[src/rtl/fifo_wr_arbiter.sv]
// -----------------------------------------------------------------------------
// fifo_wr_arbiter
//   Packet-level round-robin arbiter sharing one FIFO write port among
//   NUM_REQ requesters. A grant is held from the first beat of a packet until
//   its last beat is written, so packets never interleave in the FIFO.
//   Every packet pays one IDLE arbitration cycle.
//
// Ports
//   clk         rising-edge clock
//   rst         synchronous active-high reset
//   req_valid   per-requester beat valid
//   req_data    per-requester beat data, requester i at [i*DATA_WIDTH +: DATA_WIDTH]
//   req_last    per-requester last-beat flag, qualified by req_valid
//   req_ready   per-requester beat accept (only the owner, only while not full)
//   fifo_wen    FIFO write enable
//   fifo_wdata  FIFO write data (owner's data)
//   fifo_full   FIFO full flag (backpressure)
//   grant_id    current owner index, meaningful while busy=1
//   busy        high while a packet owns the write port
//   pkt_count   completed packets, wraps modulo 2^CNT_WIDTH
// -----------------------------------------------------------------------------
module fifo_wr_arbiter #(
    parameter int NUM_REQ    = 4,
    parameter int DATA_WIDTH = 8,
    parameter int ID_WIDTH   = $clog2(NUM_REQ),
    parameter int CNT_WIDTH  = 16
) (
    input  logic                          clk,
    input  logic                          rst,
    input  logic [NUM_REQ-1:0]            req_valid,
    input  logic [NUM_REQ*DATA_WIDTH-1:0] req_data,
    input  logic [NUM_REQ-1:0]            req_last,
    output logic [NUM_REQ-1:0]            req_ready,
    output logic                          fifo_wen,
    output logic [DATA_WIDTH-1:0]         fifo_wdata,
    input  logic                          fifo_full,
    output logic [ID_WIDTH-1:0]           grant_id,
    output logic                          busy,
    output logic [CNT_WIDTH-1:0]          pkt_count
);

    typedef enum logic [0:0] {
        ST_IDLE = 1'b0,
        ST_LOCK = 1'b1
    } state_t;

    state_t                state_r;
    logic [ID_WIDTH-1:0]   grant_r;
    logic [ID_WIDTH-1:0]   ptr_r;      // last requester that completed a packet
    logic [CNT_WIDTH-1:0]  cnt_r;

    logic [ID_WIDTH-1:0]   pick_s;
    logic                  any_valid_s;
    logic                  owner_valid_s;
    logic                  owner_last_s;
    logic                  beat_s;
    logic [DATA_WIDTH-1:0] data_arr_s [NUM_REQ];

    // (base + offs) mod NUM_REQ; base < NUM_REQ and offs <= NUM_REQ, so one
    // conditional subtraction is enough.
    function automatic logic [ID_WIDTH-1:0] wrap_idx(input logic [ID_WIDTH-1:0] base,
                                                     input int offs);
        int sum;
        sum = int'(base) + offs;
        if (sum >= NUM_REQ) begin
            sum = sum - NUM_REQ;
        end else begin
            sum = sum;
        end
        return ID_WIDTH'(sum);
    endfunction

    genvar gi;
    generate
        for (gi = 0; gi < NUM_REQ; gi++) begin : g_unpack
            assign data_arr_s[gi] = req_data[gi*DATA_WIDTH +: DATA_WIDTH];
        end
    endgenerate

    assign owner_valid_s = req_valid[grant_r];
    assign owner_last_s  = req_last[grant_r];
    assign beat_s        = fifo_wen;   // owner valid & owner ready

    // Round-robin search: first valid requester starting just after ptr_r.
    always_comb begin
        pick_s      = '0;
        any_valid_s = 1'b0;
        for (int k = 1; k <= NUM_REQ; k++) begin
            if (!any_valid_s && req_valid[wrap_idx(ptr_r, k)]) begin
                pick_s      = wrap_idx(ptr_r, k);
                any_valid_s = 1'b1;
            end else begin
                pick_s      = pick_s;
                any_valid_s = any_valid_s;
            end
        end
    end

    // Handshake and FIFO write port; rst gates them so a packet cut by reset
    // writes nothing more even in the reset cycle itself.
    always_comb begin
        req_ready  = '0;
        fifo_wen   = 1'b0;
        fifo_wdata = data_arr_s[grant_r];
        if ((state_r == ST_LOCK) && !rst) begin
            req_ready[grant_r] = ~fifo_full;
            fifo_wen           = owner_valid_s & ~fifo_full;
        end else begin
            req_ready = '0;
            fifo_wen  = 1'b0;
        end
    end

    // Arbitration FSM, grant/pointer registers and packet counter.
    always_ff @(posedge clk) begin
        if (rst) begin
            state_r <= ST_IDLE;
            grant_r <= '0;
            ptr_r   <= ID_WIDTH'(NUM_REQ - 1);
            cnt_r   <= '0;
        end else begin
            case (state_r)
                ST_IDLE: begin
                    if (any_valid_s) begin
                        grant_r <= pick_s;
                        state_r <= ST_LOCK;
                    end else begin
                        state_r <= ST_IDLE;
                    end
                end
                ST_LOCK: begin
                    if (beat_s && owner_last_s) begin
                        state_r <= ST_IDLE;
                        ptr_r   <= grant_r;
                        cnt_r   <= cnt_r + CNT_WIDTH'(1);
                    end else begin
                        state_r <= ST_LOCK;
                    end
                end
                default: begin
                    state_r <= ST_IDLE;
                end
            endcase
        end
    end

    assign busy      = (state_r == ST_LOCK);
    assign grant_id  = grant_r;
    assign pkt_count = cnt_r;

endmodule

[config.mk]
export PLATFORM = sky130hd
export DESIGN_NAME = fifo_wr_arbiter
export DESIGN_NICKNAME = d
export VERILOG_FILES = /design/src/rtl/fifo_wr_arbiter.sv
export SDC_FILE = /design/constraint.sdc
export NUM_CORES = 1
export LEC_CHECK = 0
export CAP_MARGIN = 20
export CORE_AREA = 2 2 63 65
export DETAILED_ROUTE_END_ITERATION = 8
export DIE_AREA = 0 0 65 67
export HOLD_SLACK_MARGIN = 0.05
export PLACE_DENSITY = 0.81
export SLEW_MARGIN = 20
export SYNTH_ARGS = -nofsm -noshare
export SYNTH_HDL_FRONTEND = slang
export SYNTH_SLANG_ARGS = --single-unit
[constraint.sdc]
create_clock -name clk -period 2.3 [get_ports clk]
set_clock_uncertainty 0.15 [all_clocks]
set_input_delay 0.345 -clock clk [delete_from_list [all_inputs] [get_ports clk]]
set_output_delay 0.345 -clock clk [all_outputs]
set_load 0.03 [all_outputs]
==> After elaboration in Yosys (flattened, before gate mapping) <==
Cells that the tools add are included.
{ "classes": {"eq_ne": 0, "muxes": 34, "order_cmp": 11, "multipliers": 0, "n_reduce_logical": 12, "shift": 0, "bitwise_logic": 5, "div": 0, "n_addsub": 9} }
{ "op_table": {"columns": ["cell", "n"], "rows": [
  ["$add A16 B1 Y16 const B", 1],
  ["$bmux W8 S2", 1],
  ["$mux W2", 8],
  ["$mux W8", 2],
  ["$lt A2 B3 Y1 const B", 5],
  ["$mux W1", 14],
  ["$bmux W1 S2", 6],
  ["$ge A3 B3 Y1 const B", 4],
  ["$sub A2 B1 Y2 const B", 4],
  ["$add A2 B2 Y3 const B", 2],
  ["$logic_and A1 B1 Y1", 6],
  ["$add A2 B3 Y4 const B", 1],
  ["$and A4 B4 Y4", 1],
  ["$ge A4 B3 Y1 const B", 1],
  ["$logic_not A1 Y1", 4],
  ["$mux W4", 1],
  ["$reduce_and A2 Y1", 2],
  ["$add A2 B1 Y3 const B", 1],
  ["$not A2 Y3", 1],
  ["$demux W1 S2", 1],
  ["$ge A2 B1 Y1 const B", 1],
  ["$not A1 Y1", 2],
  ["$pmux W1 S2", 1],
  ["$and A1 B1 Y1", 1]
]} }
{ "word_totals": {"word_cells": 75, "memories": 0, "regBits": 21, "inputBits": 43, "rom_bits": 0, "latchBits": 0, "mem_bits_rw": 0} }

==> Depth between registers and ports, before layout <==
{ "logic_depth": {"word_depth": 17, "mapped_depth": 7, "ltp_nobuf": 4} }

==> Least setup slack after synthesis <==
No wires, ideal clock.
{ "synth_path": {"kind": "reg-to-output", "startpoint": "reg grant_r[0], in the netlist grant_id[0]", "endpoint": "out fifo_wdata[3]", "n_path_buf": 2, "arrival_time_ns": 1.700, "setup_slack_ns": 0.105, "stages_incl_launch_ff": 4, "cell_sequence": "dfxtp_1 -> buf_6 -> clkbuf_1 -> mux4_2"} }
{ "synth_between": {"elab_chain_len": 4} }
{ "synth_rtl": {"columns": ["item", "line_no", "rtl"], "rows": [
  ["from (decl)", "48", "logic [ID_WIDTH-1:0] grant_r;"],
  ["from (signal assigned)", "125", "grant_r <= pick_s;"],
  ["$not A2 Y3 (not written as such)", "104", "fifo_wdata = data_arr_s[grant_r];"],
  ["$bmux W8 S2", "104", null],
  ["$mux W8 (not written as such) (2 in a row)", "104", null],
  ["to (decl)", "35", "output logic [DATA_WIDTH-1:0] fifo_wdata,"]
]} }
No other way between the ends. The select of a mux whose other input is x is not followed.

==> Final worst setup path <==
{ "layout_path": {"startpoint": "reg grant_r[0], in the netlist grant_id[0]", "endpoint": "out fifo_wdata[0]"} }
The elaborated chain is that of the path after synthesis.

==> reports/qor_table.md <==
| Metric | Value |
|---|---|
| Worst-case register-to-register setup slack | 0.29 ns |
| Final Routed Wirelength | 3.73 mm |
| Time the final worst path needs with I/O delays and setup | 2.21 ns |
| Reg-to-reg critical path startpoint | grant_id[0] |
| Endpoint arrival time on the critical path | 1.71 ns |
| Starting density of the core | 0.368 |
| Top library cells by usage in the layout, fill and taps aside | 61 x clkdlybuf4s50_1, 20 x dfxtp_1, 17 x buf_4 |
| Leading cell type in the layout, fill and taps excluded | clkdlybuf4s50_1 |
| Pwr dens | 398 nW/um2 |
| Die Footprint | 4360 um2 |
| Delay of the slowest cell on the worst path | 0.57 ns |
| Leading register cell type out of synthesis | dfxtp_1 |
| Clock tree from TritonCTS | built |
| Cell type group with the largest total delay on the critical path | multiplexers |
| Cells on worst reg2reg path | 7 |
| Global Route met1 Usage | 0.203 |
| Relative max-transition margin | 0.762 |
| Count of nets after finishing | 266 |
| Clock latency reported for the late side of the worst-skew pair | 0.26 ns |
| Post-synthesis cell area | 1330 um2 |
| Hold-critical path endpoint | pkt_count[15] |
| Final slew viol count | 0 |
| Setup repair after global routing missed its margin | no |
| Max-cap violation count | 0 |
| Cell-by-cell trace of the critical path | buf_12, mux4_1, dlygate4sd2_1 |
| Pleak | 0.848 nW |
| Fin area | 2210 um2 |
| Die extent in x | 65 um |
| Number of antenna violations at the first check in global routing | 0 |
| Cts hold-fix bufs | 0 |
| Total net switching power | 0.238 mW |
| Total negative slack for setup checks | 0 ns |
| Final clock period utilization by the worst path | 0.961 |
| Number of enable flip-flop cells after synthesis | 0 |
| Nets in the synthesized netlist | 185 |
| Cell area after placement | 2170 um2 |
| Top post-synthesis cells by area | dfxtp_1 32%, mux4_2 12%, mux4_1 5.9%, a21oi_1 5.7%, mux2i_1 4.5% |
| Global routing's busiest layer | met2 |
| Fmax | 453 MHz |
| Final Hold Vio Count | 0 |
| Type of origin of the critical path | register |
| Placed insts | 265 |
| Die Span Y | 67 um |
| Critical R2R Capture | ptr_r[0] |
| Clock Sinks | 21 |
| Met3 capacity usage during global routing | 0.0422 |
| Logic gate share of total power | 0.306 |
| Proportion of power drawn by flip-flops and latches | 0.429 |
| Pin count of the biggest net entering global routing | 24 |
| Startpoint of the worst hold path | pkt_count[15] |
| First-pass GRT wire length | 6.10 mm |
| Path type of the worst min-delay path | register to register |
| Pint | 0.642 mW |
| Critical path capture point type | output pin |
| Buffer depth of the longest clock path | 2 |
| Cell at the root of the clock tree | clkbuf_8 |
| Vias in the first global route | 1377 |
| Share of Yosys cell area claimed by the top area cell type | 0.317 |
| Min-Delay Path Depth | 2 |
| Synth-to-Final Area Change | 66.6% |
| Met2 usage | 0.345 |
| Number of buffers and inverters on the critical path | 2 |
| Number of H-tree levels | 1 |
| Number of port buffers | 74 |
| Routability Congestion | 0.809 |
| Number of remaining DRC errors | 0 |
| Synthesized area divided by synthesized cell count | 9.42 um2 |
| Number of detailed-route iterations in the first pass | 4 |
| Number of distinct library cells after synthesis | 34 |
| Number of top-level pins | 75 |
| Worst Path Required | 1.80 ns |
| Filler-free cell count of the finished design | 269 |
| Biggest fanout along the worst timing path | 17 |
| Area of the core | 3610 um2 |
| Syn Inst Count | 141 |
| Slew of the pin with the lowest slew margin | 0.356 ns |
| Fraction of synthesis flops using an asynchronous set or reset pin | 0 |
| Estimated wirelength of the detail-placed design | 3.00 mm |
| Post-route ant nets | 0 |
| Wirelength per Cell | 13.9 um |
| VDD IR-drop max | 0.000278 V |
| Clock network power share | 0.265 |
| Worst setup path category | register to output pin |
| Reg clk slew, reported paths | 0.08 ns |
| Standard cell with the maximum stage delay on the critical path | mux4_1 |
| Outcome | finished clean |
| Number of buffers created by CTS | 3 |
| Post-synth top area cell | dfxtp_1 |
| Number of register bits inferred by synthesis | 21 |
| Site row count | 22 |
| Grt total ovfl | 0 |
| Synthesis warning total | 0 |
| Violation count after the first detailed-route iteration | 58 |
| GRT Util Overall | 0.179 |
| # setup viols final | 0 |
| Detailed-route via count | 1399 |
| Fraction of layout instances using a drive strength above 1 | 0.149 |
| Average via count per standard cell | 5.20 |
| Diodes inserted | 0 |
| Share of the yosys chip area belonging to registers | 0.317 |
| Switching portion of total power | 0.270 |
[sequential cells by signal (all words and copies together) (netlist names)]
name	count
busy	1
grant_id	2
ptr_r	2
pkt_count	16
[cell usage after synthesis, types with 2 or more instances]
master / number
dfxtp_1: 21
or4_1: 5
clkbuf_1: 5
mux2i_1: 6
and3_1: 3
and4_1: 2
inv_1: 2
buf_6: 2
nor3_1: 2
a21oi_1: 15
or3_1: 6
mux4_1: 3
o21ai_0: 7
and2_1: 2
mux4_2: 7
nand3_1: 8
o31ai_1: 5
nor2_1: 8
nor3b_1: 2
nand4_1: 3
o21a_1: 2
buf_4: 3
nand2_1: 9
buf_1: 2
and3b_1: 2
[logic make-up (layout without fill, tap and decap cells)]
kind of cell    Yosys count  in the layout  synth area share
xor+xnor                  1              1           0.00660
simple gates             56             56             0.244
compound gates           32             32             0.140
flops                    21             21             0.317
mux                      16             16             0.223
buf+inv                  14             94            0.0594
fa+ha+maj                 1              1           0.00942
[final cells by class]
| cell class | count | area [um2] |
|---|---|---|
| sequential | 21 | 422 |
| timing repair buffer | 88 | 848 |
| fill | 331 | 1390 |
| clock buffer | 3 | 41.3 |
| multi-input combinational | 106 | 828 |
| clock inverter | 1 | 5.00 |
| tap | 48 | 60.1 |
| inverter | 2 | 7.51 |
[how the worst max path moves through the flow]
stage	slack [ns]	endpoint	start	cells past startpoint
finish	0.09	fifo_wdata[0]	grant_id[0]	3
global placement	-0.03	fifo_wdata[7]	req_data[7]	3
global route	0.03	fifo_wdata[0]	grant_id[0]	3
CTS	0.04	fifo_wen	grant_id[1]	3
floorplan	0.11	fifo_wdata[3]	grant_id[0]	3
detailed placement	-0.09	fifo_wdata[0]	req_data[8]	3
[metrics by stage]
stage / setup WS (ns) / hold WS (ns) / power, mW / utilization
after floorplan: 0.105 / 0.359 / 0.522 / -
after global placement: -0.0327 / 0.314 / 0.666 / 0.603
after detailed placement: -0.0946 / 0.329 / 0.671 / 0.603
after CTS: 0.0388 / 0.339 / 0.889 / 0.613
after global routing: 0.0284 / 0.360 / 0.920 / 0.613
final: 0.0907 / 0.339 / 0.881 / 0.613
[tightest hold or removal path, stage by stage, from the launching register on]
cell and delay [ns]:
dfxtp_1 0.32, o31ai_1 0.06, a21oi_1 0.06
[power by group through the flow]
| stage | Sequential [mW] | Combinational, mW | Clock, mW |
|---|---|---|---|
| floorplan | 0.391 | 0.130 | 0 |
| global placement | 0.385 | 0.281 | 0 |
| detailed placement | 0.386 | 0.286 | 0 |
| CTS | 0.377 | 0.273 | 0.239 |
| global route | 0.378 | 0.287 | 0.255 |
| finish | 0.377 | 0.270 | 0.233 |
[repair_timing]
action,CTS,global route
setup endpoints to repair,8,1
gates resized for setup,8,1
endpoints found under the hold margin,0,0
cloned,0,0
setup buffers,0,0
[metal layers]
metal	up-vias	part of all wire
li1	703	-
met1	670	0.41
met2	22	0.56
met3	4	0.027
met4	0	0.0083
met5	-	0
(Power assumes the default switching activity.)
==> RTL edit (same flow settings) <==
Reset style: asynchronous (`rst`), changed in one clocked block. Comments in the files are not updated.
--- a/src/rtl/fifo_wr_arbiter.sv
+++ b/src/rtl/fifo_wr_arbiter.sv
@@ -113,5 +113,5 @@
 
     // Arbitration FSM, grant/pointer registers and packet counter.
-    always_ff @(posedge clk) begin
+    always_ff @(posedge clk or posedge rst) begin
         if (rst) begin
             state_r <= ST_IDLE;
Check against the original RTL: differs if rst is asserted again (counterexample within 4 cycles, from zero or initial values and one cycle with rst high); with rst held inactive, the same outputs for 10 cycles.
==> RTL edit against the original RTL <==
- first-iteration DRC count decreased by 8.6%
- sequential cell count unchanged
- global-route usage decreased by 0.73 points
- synthesized cell count decreased by 22%
- cell area unchanged
- area after synthesis decreased by 1.2%
- maximum frequency decreased by 0.76%
- routed wire length decreased by 3.0%
- setup slack got worse by 0.017 ns
- critical path type unchanged
Power is not compared: it rests on default switching activity, and its combinational part moved more than twofold at a synthesized area within 25%.
==> RTL edit: results (changes against the original RTL) <==
* Mapped Nets at 154 (-17%)
* Asr flop ratio synth at 1.00 (+1.00)
* Top post-synthesis cells by area: dfrtp_1, mux4_2, xnor2_1
* Area after DPL at 0.00217 mm2 (-0.23%)
* DR WL met3 at 322 um (+220%)
* GRT Resource Usage Total at 0.172 (-0.00729)
* Routed wire length per instance at 14.9 um (+7.4%)
* Post-route insts no fill at 243 (-9.7%)
* WHS Path Cells at 1 (-1)
* Dpl hpwl at 2.94 mm (-1.8%)
* Share of layout cells above drive strength 1 at 0.200 (+0.0507)
* R2r endpoint: pkt_count[11]
* Root Buffer: clkbuf_8
* Worst EP arrival at 1.73 ns (+0.02 ns)
* Number of buffers created by CTS at 3 (unchanged)
* Vias in the first global route at 1218 (-12%)
* DR vias/cell at 5.05 (-2.8%)
* Status: finished clean
* Met2 WL post-DR at 1.83 mm (-12%)
* Distinct cells, synth at 31 (-8.8%)
* # diodes at 0 (unchanged)
* Post-route minimum period at 2.23 ns (+0.0168 ns)
* Met1 WL at 1.47 mm (-3.7%)
* Worst Reg-to-Reg Cells at 6 (-1)
* Hold worst-path end: pkt_count[15]
* Clock Latency Late Sink at about 0.25 ns
* Most frequent cells after synthesis: dfrtp_1, xnor2_1, nand4_1
* Nets at 240 (-9.8%)
* Synth Instances at 110 (-22%)
* Clk pwr share at 0.123
* Placer Congestion at 0.762 (-5.7%)
* Slew at the pin with the worst max-slew slack at 0.361 ns (+0.00540 ns)
* Crit Path Max Fanout at 13 (-4)
* Pre-CTS setup slack at -0.0924 ns (+0.00221 ns)
* First-pass GRT wire length at 5.82 mm (-4.6%)
* Largest net degree at the start of global routing at 22 (-8.3%)
* FF-to-FF setup slack at 0.27 ns (-0.02 ns)
* Drt initial violations at 53 (-8.6%)
* Setup crit start: grant_id[0]
* Top Metal Used: met3
* Crit path to: fifo_wdata[7]
* PortBufs at 74 (unchanged)
* Hold_sp: pkt_count[15]
* Worst hold slack at 0.329 ns (-0.0101 ns)
* Sequential area share after synthesis at 0.403 (+0.0860)
RTL edit: per-layer routing:
layer / vias to the layer above / GRT usage
met5: - / 0
met4: 0 / 0.0239
met3: 0 / 0.0439
met2: 57 / 0.326
met1: 590 / 0.198
li1: 581 / -
RTL edit: logic make-up after synthesis:
| family | share of synthesized area |
|---|---|
| AO/OA/AOI/OAI | 0.0449 |
| XOR/XNOR | 0.100 |
| adder cells (fa/ha/maj) | 0.00954 |
| buffers and inverters | 0.0572 |
| flip-flops | 0.403 |
| multiplexers | 0.206 |
| AND/OR/NAND/NOR | 0.179 |
RTL edit: area by class of cell:
class / instances / area [um2]
sequential: 21 / 528
timing repair buffer: 88 / 850
multi-input combinational: 78 / 713
fill: 286 / 1390
clock buffer: 3 / 41.3
clock inverter: 1 / 5.00
tap: 48 / 60.1
inverter: 4 / 15.0
RTL edit: what timing repair did:
| action | CTS | global route |
|---|---|---|
| resized for setup | 9 | 1 |
| endpoints found under the setup margin | 9 | 1 |
| gates cloned | 0 | 0 |
